==> config.mk <==
export PLATFORM = sky130hd
export DESIGN_NAME = train_order_gen
export DESIGN_NICKNAME = d
export VERILOG_FILES = /design/src/rtl/train_order_gen.sv
export SDC_FILE = /design/constraint.sdc
export NUM_CORES = 1
export LEC_CHECK = 0
export BUFFER_PORTS_ARGS = -buffer_cell sky130_fd_sc_hd__buf_4
export CORE_MARGIN = 2
export CORE_UTILIZATION = 56
export CTS_CLUSTER_DIAMETER = 80
export DETAILED_ROUTE_END_ITERATION = 16
export PLACE_DENSITY = 0.84
export SYNTH_ARGS = -nofsm -noshare
export SYNTH_HDL_FRONTEND = slang
export SYNTH_SLANG_ARGS = --single-unit
==> constraint.sdc <==
create_clock -name clk -period 3.55 [get_ports clk]
set_input_delay 0.5325 -clock clk [delete_from_list [all_inputs] [get_ports clk]]
set_output_delay 0.5325 -clock clk [all_outputs]
set_load 0.01 [all_outputs]
==> src/rtl/train_order_gen.sv <==
// train_order_gen: builds a stack-achievable car departure order from a
// push/pop op string and streams it in the sortability checker's protocol.
//
// Optional feature: define TRAIN_GEN_ERR_EN to add the err_inj input, which
// replaces the order with a non-achievable one (3,1,2,4..N) when N >= 3.
//
// Ports:
//   clk, rst_n     clock, asynchronous active-low reset
//   start          request pulse, sampled only in IDLE
//   car_num        requested car count N (0 -> 1, >MAX_CARS -> MAX_CARS)
//   op_bits        op string, LSB first, 1 = push next car, 0 = pop
//   err_inj        (TRAIN_GEN_ERR_EN only) request a non-achievable order
//   busy           high in every state except IDLE
//   out_valid      stream valid (one count beat, then N order beats)
//   data           stream data, 0 whenever out_valid is low
//   expect_result  result the checker must return for the current train
//   done           one-cycle pulse after the last order beat
module train_order_gen #(
    parameter int MAX_CARS   = 10,
    parameter int GAP_CYCLES = 2
) (
    input  logic                  clk,
    input  logic                  rst_n,
    input  logic                  start,
    input  logic [3:0]            car_num,
`ifdef TRAIN_GEN_ERR_EN
    input  logic                  err_inj,
`endif
    input  logic [2*MAX_CARS-1:0] op_bits,
    output logic                  busy,
    output logic                  out_valid,
    output logic [3:0]            data,
    output logic                  expect_result,
    output logic                  done
);

    localparam int CW = $clog2(2*MAX_CARS+1);
    localparam int IW = $clog2(MAX_CARS);
    localparam int OW = $clog2(2*MAX_CARS);
    localparam int GW = $clog2(GAP_CYCLES+2);

    localparam logic [3:0]    NMAX    = 4'(MAX_CARS);
    localparam logic [GW-1:0] GAP_END = GW'(GAP_CYCLES-1);

    typedef enum logic [2:0] {
        S_IDLE,
        S_BUILD,
        S_SEND_N,
        S_SEND_ORD,
        S_DONE,
        S_GAP
    } state_t;

    state_t r_state;
    state_t w_next;

    logic [3:0]            r_n;
    logic [2*MAX_CARS-1:0] r_ops;
    logic                  r_err;
    logic                  r_expect;
    logic [CW-1:0]         r_sp;
    logic [CW-1:0]         r_next;
    logic [CW-1:0]         r_ocnt;
    logic [OW-1:0]         r_opidx;
    logic [CW-1:0]         r_idx;
    logic [GW-1:0]         r_gap;
    logic [3:0]            r_stack [MAX_CARS];
    logic [3:0]            r_order [MAX_CARS];

    logic [3:0]    w_nclamp;
    logic          w_err_cap;
    logic [CW-1:0] w_n_ext;
    logic          w_op;
    logic          w_empty;
    logic          w_all_in;
    logic          w_push;
    logic [IW-1:0] w_top_idx;
    logic [3:0]    w_top;
    logic          w_build_last;
    logic          w_send_last;
    logic          w_gap_last;
    logic [3:0]    w_ord_data;

    assign w_nclamp = (car_num == 4'd0) ? 4'd1 :
                      (car_num > NMAX)  ? NMAX : car_num;

`ifdef TRAIN_GEN_ERR_EN
    assign w_err_cap = err_inj && (w_nclamp >= 4'd3);
`else
    assign w_err_cap = 1'b0;
`endif

    assign w_n_ext  = CW'(r_n);
    assign w_op     = r_ops[r_opidx];
    assign w_empty  = (r_sp == '0);
    assign w_all_in = (r_next > w_n_ext);

    // Illegal ops are legalised: pop on empty pushes, push past N pops.
    assign w_push    = w_empty || (w_op && !w_all_in);
    assign w_top_idx = r_sp[IW-1:0] - IW'(1);
    assign w_top     = r_stack[w_top_idx];

    // Exactly N pushes and N pops fit in 2N ops, so the last pop ends BUILD.
    assign w_build_last = !w_push && (r_ocnt + CW'(1) == w_n_ext);
    assign w_send_last  = (r_idx + CW'(1) == w_n_ext);
    assign w_gap_last   = (r_gap == GAP_END);

    always_comb begin
        w_ord_data = r_order[r_idx[IW-1:0]];
        if (r_err) begin
            unique case (1'b1)
                (r_idx == CW'(0)): w_ord_data = 4'd3;
                (r_idx == CW'(1)): w_ord_data = 4'd1;
                (r_idx == CW'(2)): w_ord_data = 4'd2;
                default:           w_ord_data = 4'(r_idx + CW'(1));
            endcase
        end
    end

    always_ff @(posedge clk or negedge rst_n) begin
        if (!rst_n) begin
            r_state <= S_IDLE;
        end else begin
            r_state <= w_next;
        end
    end

    always_comb begin
        w_next = r_state;
        case (r_state)
            S_IDLE: begin
                if (start) begin
                    w_next = S_BUILD;
                end
            end
            S_BUILD: begin
                if (w_build_last) begin
                    w_next = S_SEND_N;
                end
            end
            S_SEND_N: begin
                w_next = S_SEND_ORD;
            end
            S_SEND_ORD: begin
                if (w_send_last) begin
                    w_next = S_DONE;
                end
            end
            S_DONE: begin
                w_next = (GAP_CYCLES == 0) ? S_IDLE : S_GAP;
            end
            S_GAP: begin
                if (w_gap_last) begin
                    w_next = S_IDLE;
                end
            end
            default: begin
                w_next = S_IDLE;
            end
        endcase
    end

    always_comb begin
        busy      = (r_state != S_IDLE);
        out_valid = 1'b0;
        data      = 4'd0;
        done      = 1'b0;
        case (r_state)
            S_SEND_N: begin
                out_valid = 1'b1;
                data      = r_n;
            end
            S_SEND_ORD: begin
                out_valid = 1'b1;
                data      = w_ord_data;
            end
            S_DONE: begin
                done = 1'b1;
            end
            default: begin
                out_valid = 1'b0;
            end
        endcase
    end

    assign expect_result = r_expect;

    always_ff @(posedge clk or negedge rst_n) begin
        if (!rst_n) begin
            r_n      <= '0;
            r_ops    <= '0;
            r_err    <= 1'b0;
            r_expect <= 1'b0;
            r_sp     <= '0;
            r_next   <= '0;
            r_ocnt   <= '0;
            r_opidx  <= '0;
            r_idx    <= '0;
            r_gap    <= '0;
            for (int i = 0; i < MAX_CARS; i++) begin
                r_stack[i] <= '0;
                r_order[i] <= '0;
            end
        end else begin
            case (r_state)
                S_IDLE: begin
                    if (start) begin
                        r_n      <= w_nclamp;
                        r_ops    <= op_bits;
                        r_err    <= w_err_cap;
                        r_expect <= !w_err_cap;
                        r_sp     <= '0;
                        r_next   <= CW'(1);
                        r_ocnt   <= '0;
                        r_opidx  <= '0;
                        r_idx    <= '0;
                        r_gap    <= '0;
                    end
                end
                S_BUILD: begin
                    r_opidx <= r_opidx + OW'(1);
                    if (w_push) begin
                        r_stack[r_sp[IW-1:0]] <= r_next[3:0];
                        r_sp   <= r_sp + CW'(1);
                        r_next <= r_next + CW'(1);
                    end else begin
                        r_order[r_ocnt[IW-1:0]] <= w_top;
                        r_sp   <= r_sp - CW'(1);
                        r_ocnt <= r_ocnt + CW'(1);
                    end
                end
                S_SEND_ORD: begin
                    r_idx <= r_idx + CW'(1);
                end
                S_GAP: begin
                    r_gap <= r_gap + GW'(1);
                end
                default: begin
                    r_idx <= r_idx;
                end
            endcase
        end
    end

endmodule
==> out/qor.csv, run 1 <==
stage,metric,value,unit
layout,finalNetCount,647,
logic_synthesis,ys_ff_latch,135,
clock_network,cts_setup_buffers,0,
drt,ant_nets,0,
layout,final_common_cell,dfrtp_1,
layout,drive_above_1_share,34.5,%
timing,finalSetupViolCount,0,
logic_synthesis,synth_ff_type,dfrtp_1,
critical_path,cp.required,3.87,ns
hold_path,min_path_type,input pin to async pin,
clock_network,clock_latency,0.43,ns
critical_path,critical_path.max_fanout,16,
logic_synthesis,synth_cell_types,56,
clock_network,ctsHtreeMaxLevel,4,
logic_synthesis,synthesis.nets,615,
place,gp_congestion,0.816,
timing,rsz0062_at_grt,false,
critical_path,worst_ep_arrival_time,3.55,ns
clock_network,cts.hold.buffers_added,0,
pwr,power,0.00837,W
die,dieArea,13500,um^2
clock_network,numCtsBuffers,17,
layout,multi_input_comb_area,3430,um^2
drt,totalWireLength,14900,um
place,dpl.hpwl,10000,um
critical_path,critPathLaunchType,flop,
die,fp-row-count,40,
clock_network,clk_pin_slew,0.06,ns
global_route,grt_pass1_wl,25300,um
clock_network,cts_root_buffer,clkbuf_16,
global_route,grt_pass1_vias,5067,
clock_network,cts-resized-gates,0,
logic_synthesis,async_flop_share,100,%
drt,drc,0,
critical_path,criticalPathCategory,flop to flop,
outcome,outcome,"finished, final reports clean",
die,core_area,12100,um^2
timing,post-route-period-util,91.1,%
layout,layout_common_cells,"dfrtp_1 (135), mux2_2 (101), buf_4 (47), mux2i_1 (29), o21ai_0 (25)",
layout,area_delta_synth_final,14.7,%
logic_synthesis,synthCells,567,
die,die_w,116,um
die,io_pins,35,
clock_network,cts_tree,yes,
timing,skew,0.00564,ns
die,initial_utilization,58.0,%
clock_network,cts_buffer_depth,2,
timing,setup_tns,0,ns
layout,fill_cells,848,
layout,diodes,0,
logic_synthesis,netlist_area,7020,um^2
pwr,p_per_area,1040,nW/um^2
global_route,grt_start_max_net_pins,72,
drt,wire_per_inst,19.1,um
global_route,overflow,0,
logic_synthesis,seq_area_frac_synth,48.1,%
timing,max_slew_margin,37.3,%
clock_network,cts.sinks,135,
timing,fmax,309,MHz
drt,vias,4791,
timing,tightest_slew,0.941,ns
timing,fin_crit,3.23,ns
logic_synthesis,ys_warn_count,0,
drt,drtIter0Drc,420,
critical_path,worstSetupEndpointType,flop,
flow_run,drv_cap,0,
die,fp.dieH,116,um
pwr,p_leak,3.69,nW
timing,finalHoldViolCount,0,
logic_synthesis,synth_edf_count,0,
drt,viasPerCell,6.14,
logic_synthesis,syn-mean-instance-area,12.4,um^2
global_route,antenna_found_initial,0,
drt,first_pass_iters,4,
pwr,peakVddDrop,0.720,mV
place,port_buffers,34,
timing,slew_viol_final,0,
layout,regArea,3380,um^2
global_route,grtUsageTotal,24.7,%
path summary, 6_finish.rpt:
kind	to	slack, ns	from	cells after the start
worst min-delay path	r_gap[1]	0.20	rst_n	1
min in group clk	r_ops[8]	0.33	op_bits[8]	2
worst max-delay path	r_sp[4]	0.32	r_opidx[1]	13
worst min register to register	expect_result	0.48	expect_result	1
max in group asynchronous	r_stack[24]	2.48	rst_n	2
worst max register to register	r_sp[4]	0.32	r_opidx[1]	13
stage by stage:
stage,setup slack (ns),instances,util [%],hold WS [ns],cell area [um^2]
after detailed placement,0.326,748,61.4,0.464,7440
after global routing,0.0406,780,66.5,0.272,8060
after global placement,0.411,748,61.4,0.450,7440
after floorplan,0.0928,567,-,0.237,7020
final,0.316,780,66.5,0.199,8060
after CTS,0.310,780,66.5,0.222,8060
worst max-delay path: stages, from the launching register on:
cell and delay, ns:
dfrtp_1 0.50, buf_4 0.23, mux2i_1 0.20, mux4_2 0.26, nand3b_1 0.14, a31o_1 0.28, buf_4 0.21, fa_1 0.41
nor2b_1 0.12, o21ai_0 0.08, nand2b_1 0.14, nand4_1 0.11, and4b_1 0.19, a211o_1 0.26
state kept, by name (all words and copies together), names as in the netlist:
name,count
r_sp,5
r_ocnt,5
r_state,3
expect_result,1
r_n,4
r_idx,5
r_next,5
r_gap,2
r_stack,40
r_opidx,5
r_order,40
r_ops,20
report_power, final:
group	total, W	internal (W)	switching [W]
Clock	0.00181	0.00112	0.000689
Sequential	0.00271	0.00214	0.000570
Combinational	0.00384	0.00180	0.00205
logic make-up (layout without fill, tap and decap cells):
kind of cell / count (synthesis) / in the layout / synth area share [%]
compound gates: 68 / 68 / 6.36
xor+xnor: 15 / 15 / 1.87
fa+ha+maj: 21 / 21 / 3.85
buf+inv: 49 / 94 / 3.17
flops: 135 / 135 / 48.1
mux: 148 / 148 / 26.1
simple gates: 131 / 131 / 10.5
synthesized netlist by cell type (2+ instances only):
library cell  instances  area, um^2
a211oi_1              4        30.0
a21oi_1              11        55.1
a31o_2                3        26.3
and3_1                3        18.8
and3b_1               2        17.5
buf_1                 5        18.8
buf_2                 4        20.0
buf_6                 4        45.0
clkbuf_1             21        78.8
dfrtp_1             135        3380
ha_1                 20         250
inv_1                13        48.8
mux2_2              101        1140
mux2i_1              29         290
mux4_2               18         405
nand2_1              22        82.6
nand2b_1              8        50.1
nand3_1              24         120
nand3b_1              3        22.5
nand4_1              14        87.6
nand4_2               4        50.1
nor2_1               19        71.3
nor2b_1              11        68.8
nor3_1                8        40.0
nor3b_1               3        22.5
nor4_1                2        12.5
o211ai_1              2        15.0
o21ai_0              25         125
o221ai_1              4        35.0
o22ai_1               4        25.0
o32a_1                2        20.0
or3_1                 2        12.5
xnor2_1               6        52.6
xor2_1                9        78.8
cell type report:
cell class / count / share of cell area (%)
Tap cell: 168 / 2.61
Timing Repair Buffer: 48 / 4.63
Sequential cell: 135 / 41.9
Inverter: 14 / 0.652
Multi-Input combinational cell: 383 / 42.5
Clock inverter: 14 / 2.17
Clock buffer: 18 / 5.45
metal layers:
metal / global-route usage [%] / part of all wire [%] / wire [um]
met5: 0 / 0 / 0
met2: 41.7 / 51 / 7580
met1: 30.2 / 42 / 6250
met3: 7.22 / 4.7 / 697
met4: 8.97 / 2.6 / 394
Note: power is estimated with default switching activity, not from simulation.
==> run 2, diff against run 1 <==
==> constraint.sdc (replaced) <==
create_clock -name clk -period 3.55 [get_ports clk]
set_input_delay 0.1775 -clock clk [delete_from_list [all_inputs] [get_ports clk]]
set_output_delay 0.1775 -clock clk [all_outputs]
set_load 0.01 [all_outputs]
==> run 2 against run 1 <==
Compared with the run above: utilization increased by 1.4 points; critical path depth decreased by 1; sequential power about the same; clock-buffer cell count increased by 2; power increased by 1.6%; register-to-register slack got worse by 0.12 ns; via count increased by 3.2%; critical path type unchanged; flip-flop and latch count unchanged; global-route usage increased by 1.7 points; worst setup slack got worse by 0.12 ns.
==> out/qor.csv, run 2 (synthesized netlist as in run 1, its figures left out) <==
stage,metric,value,unit,change
layout,top_regs,"r_order: 40 flops, r_stack: 40 flops, r_ops: 20 flops",,
flow_run,drv_cap,0,,unchanged
critical_path,timing.rr.end,r_sp[4],,
hold_path,min_path_type,input pin to flop,,
outcome,outcome,"finished, final reports clean",,
critical_path,critPathLaunchType,flop,,
global_route,overflow,0,,unchanged
drt,totalWireLength,16300,um,+9.2%
timing,fmax,298,MHz,-3.7%
clock_network,cts_buffer_depth,2,,unchanged
layout,area_delta_synth_final,17.1,%,
pwr,p_per_area,1040,nW/um^2,-0.44%
critical_path,worst_ep_arrival_time,3.66,ns,+0.11 ns
place,placed_cell_area,7440,um^2,about the same
layout,fill_cells,835,,-1.5%
layout,final_area,8220,um^2,+2.1%
timing,fin_crit,3.36,ns,+0.123 ns
drt,viasPerCell,6.17,,+0.45%
clock_network,cts_root_buffer,clkbuf_16,,
drt,drc,0,,unchanged
die,initial_utilization,58.0,%,unchanged
drt,wire_per_inst,20.4,um,+6.4%
drt,ant_nets,0,,unchanged
drt,first_pass_iters,5,,+1
critical_path,criticalPathCategory,flop to flop,,
critical_path,reg2reg_depth,12,,-1
timing,holdWs,0.0125,ns,-0.187 ns
timing,finalSetupViolCount,0,,unchanged
clock_network,clock_latency,0.42,ns,about the same
clock_network,clk_pin_slew,0.06,ns,about the same
layout,final_common_cell,dfrtp_1,,
clock_network,numCtsBuffers,17,,unchanged
clock_network,cts.sinks,135,,unchanged
layout,layout_common_cells,"dfrtp_1 (135), mux2_2 (101), buf_4 (49), mux2i_1 (29), o21ai_0 (25)",,
timing,slew_viol_final,0,,unchanged
timing,max_slew_margin,29.4,%,-7.9 points
die,core_area,12100,um^2,unchanged
timing,finalHoldViolCount,0,,unchanged
timing,rsz0062_at_grt,false,,
global_route,antenna_found_initial,0,,unchanged
drt,drtIter0Drc,395,,-6.0%
layout,diodes,0,,unchanged
timing,setup_tns,0,ns,unchanged
critical_path,critical_path.max_fanout,22,,+6
pwr,peakVddDrop,0.536,mV,-25%
pwr,p_leak,3.77,nW,+2.2%
clock_network,cts_setup_buffers,0,,unchanged
die,fp-row-count,40,,unchanged
global_route,grtUsageTotal,26.3,%,+1.7 points
layout,drive_above_1_share,33.5,%,-0.99 points
critical_path,worstSetupEndpointType,flop,,
pwr,power,0.00851,W,+1.6%
place,gp_congestion,0.802,,-1.7%
hold_path,worstHoldStart,op_bits[19],,
hold_path,holdPathStages,2,,
hold_path,holdPathEnd,r_ops[19],,
die,die_w,116,um,unchanged
clock_network,cts_tree,yes,,
layout,finalNetCount,668,,+3.2%
critical_path,r2r_slack,0.19,ns,-0.12 ns
global_route,grt_pass1_vias,5286,,+4.3%
timing,post-route-period-util,94.6,%,+3.5 points
timing,skew,0.00962,ns,+0.00397 ns
drt,vias,4942,,+3.2%
place,dpl.hpwl,10500,um,+4.3%
global_route,grt_pass1_wl,26900,um,+6.2%
timing,tightest_slew,1.06,ns,+0.119 ns
critical_path,timing.rr.start,r_opidx[1],,
global_route,grt_start_max_net_pins,84,,+17%
die,dieArea,13500,um^2,unchanged
place,port_buffers,34,,unchanged
die,io_pins,35,,unchanged
critical_path,cp.required,3.86,ns,about the same
die,fp.dieH,116,um,unchanged
clock_network,ctsHtreeMaxLevel,4,,unchanged
## run 2: final cells by class
class                   count  area [um^2]  area share, %
flip-flops and latches    135         3380           41.1
inverters                  14         52.6          0.639
clock inverters            12          128           1.55
repair buffers             69          569           6.92
well taps                 168          210           2.56
clock buffers              20          457           5.55
multi-input cells         383         3430           41.7
## run 2: routing by layer
| layer | GRT usage [%] | wire, um | part of all wire (%) | vias to the layer above |
|---|---|---|---|---|
| li1 | - | - | - | 2214 |
| met4 | 11.1 | 393 | 2.4 | 0 |
| met2 | 44.0 | 8360 | 51 | 142 |
| met3 | 5.13 | 669 | 4.1 | 38 |
| met1 | 33.9 | 6880 | 42 | 2548 |
| met5 | 0 | 0 | 0 | - |
## run 2: worst max-delay path, stage by stage (launching register included)
cell,delay (ns)
dfrtp_1,0.51
or3b_1,0.39
o221a_1,0.28
nor4_4,0.33
a31o_1,0.26
inv_2,0.05
buf_4,0.21
ha_1,0.34
o21ai_0,0.10
nand2b_1,0.14
a31oi_1,0.15
and4b_1,0.21
a211o_1,0.26
## run 2: repair_timing
action	4_1_cts	5_1_grt
setup endpoints to repair	0	1
hold buffers	19	0
hold endpoints to repair	61	0
gates resized for setup	0	1
## run 2: worst max path at each step
stage                     slack, ns  endpoint  cells past startpoint        from
after floorplan                0.09   r_sp[4]                     16     r_sp[0]
after global placement         0.41   r_sp[4]                     12  r_opidx[1]
after detailed placement       0.24   r_sp[4]                     12  r_opidx[1]
after CTS                      0.25   r_sp[4]                     12  r_opidx[1]
after global routing           0.02   r_sp[4]                     14      r_n[3]
final                          0.19   r_sp[4]                     12  r_opidx[1]
## run 2: metrics by stage
stage          util (%)  cells  setup WS, ns
6_report           67.9    801         0.193
5_1_grt            67.9    801        0.0156
4_1_cts            67.9    801         0.251
3_5_place_dp       61.5    750         0.236
3_3_place_gp       61.5    750         0.412
2_1_floorplan         -    567        0.0928
## run 2: power breakdown
group	total, W	internal, W	switching, W
Combinational	0.00405	0.00185	0.00220
Sequential	0.00272	0.00215	0.000573
Clock	0.00174	0.00107	0.000671
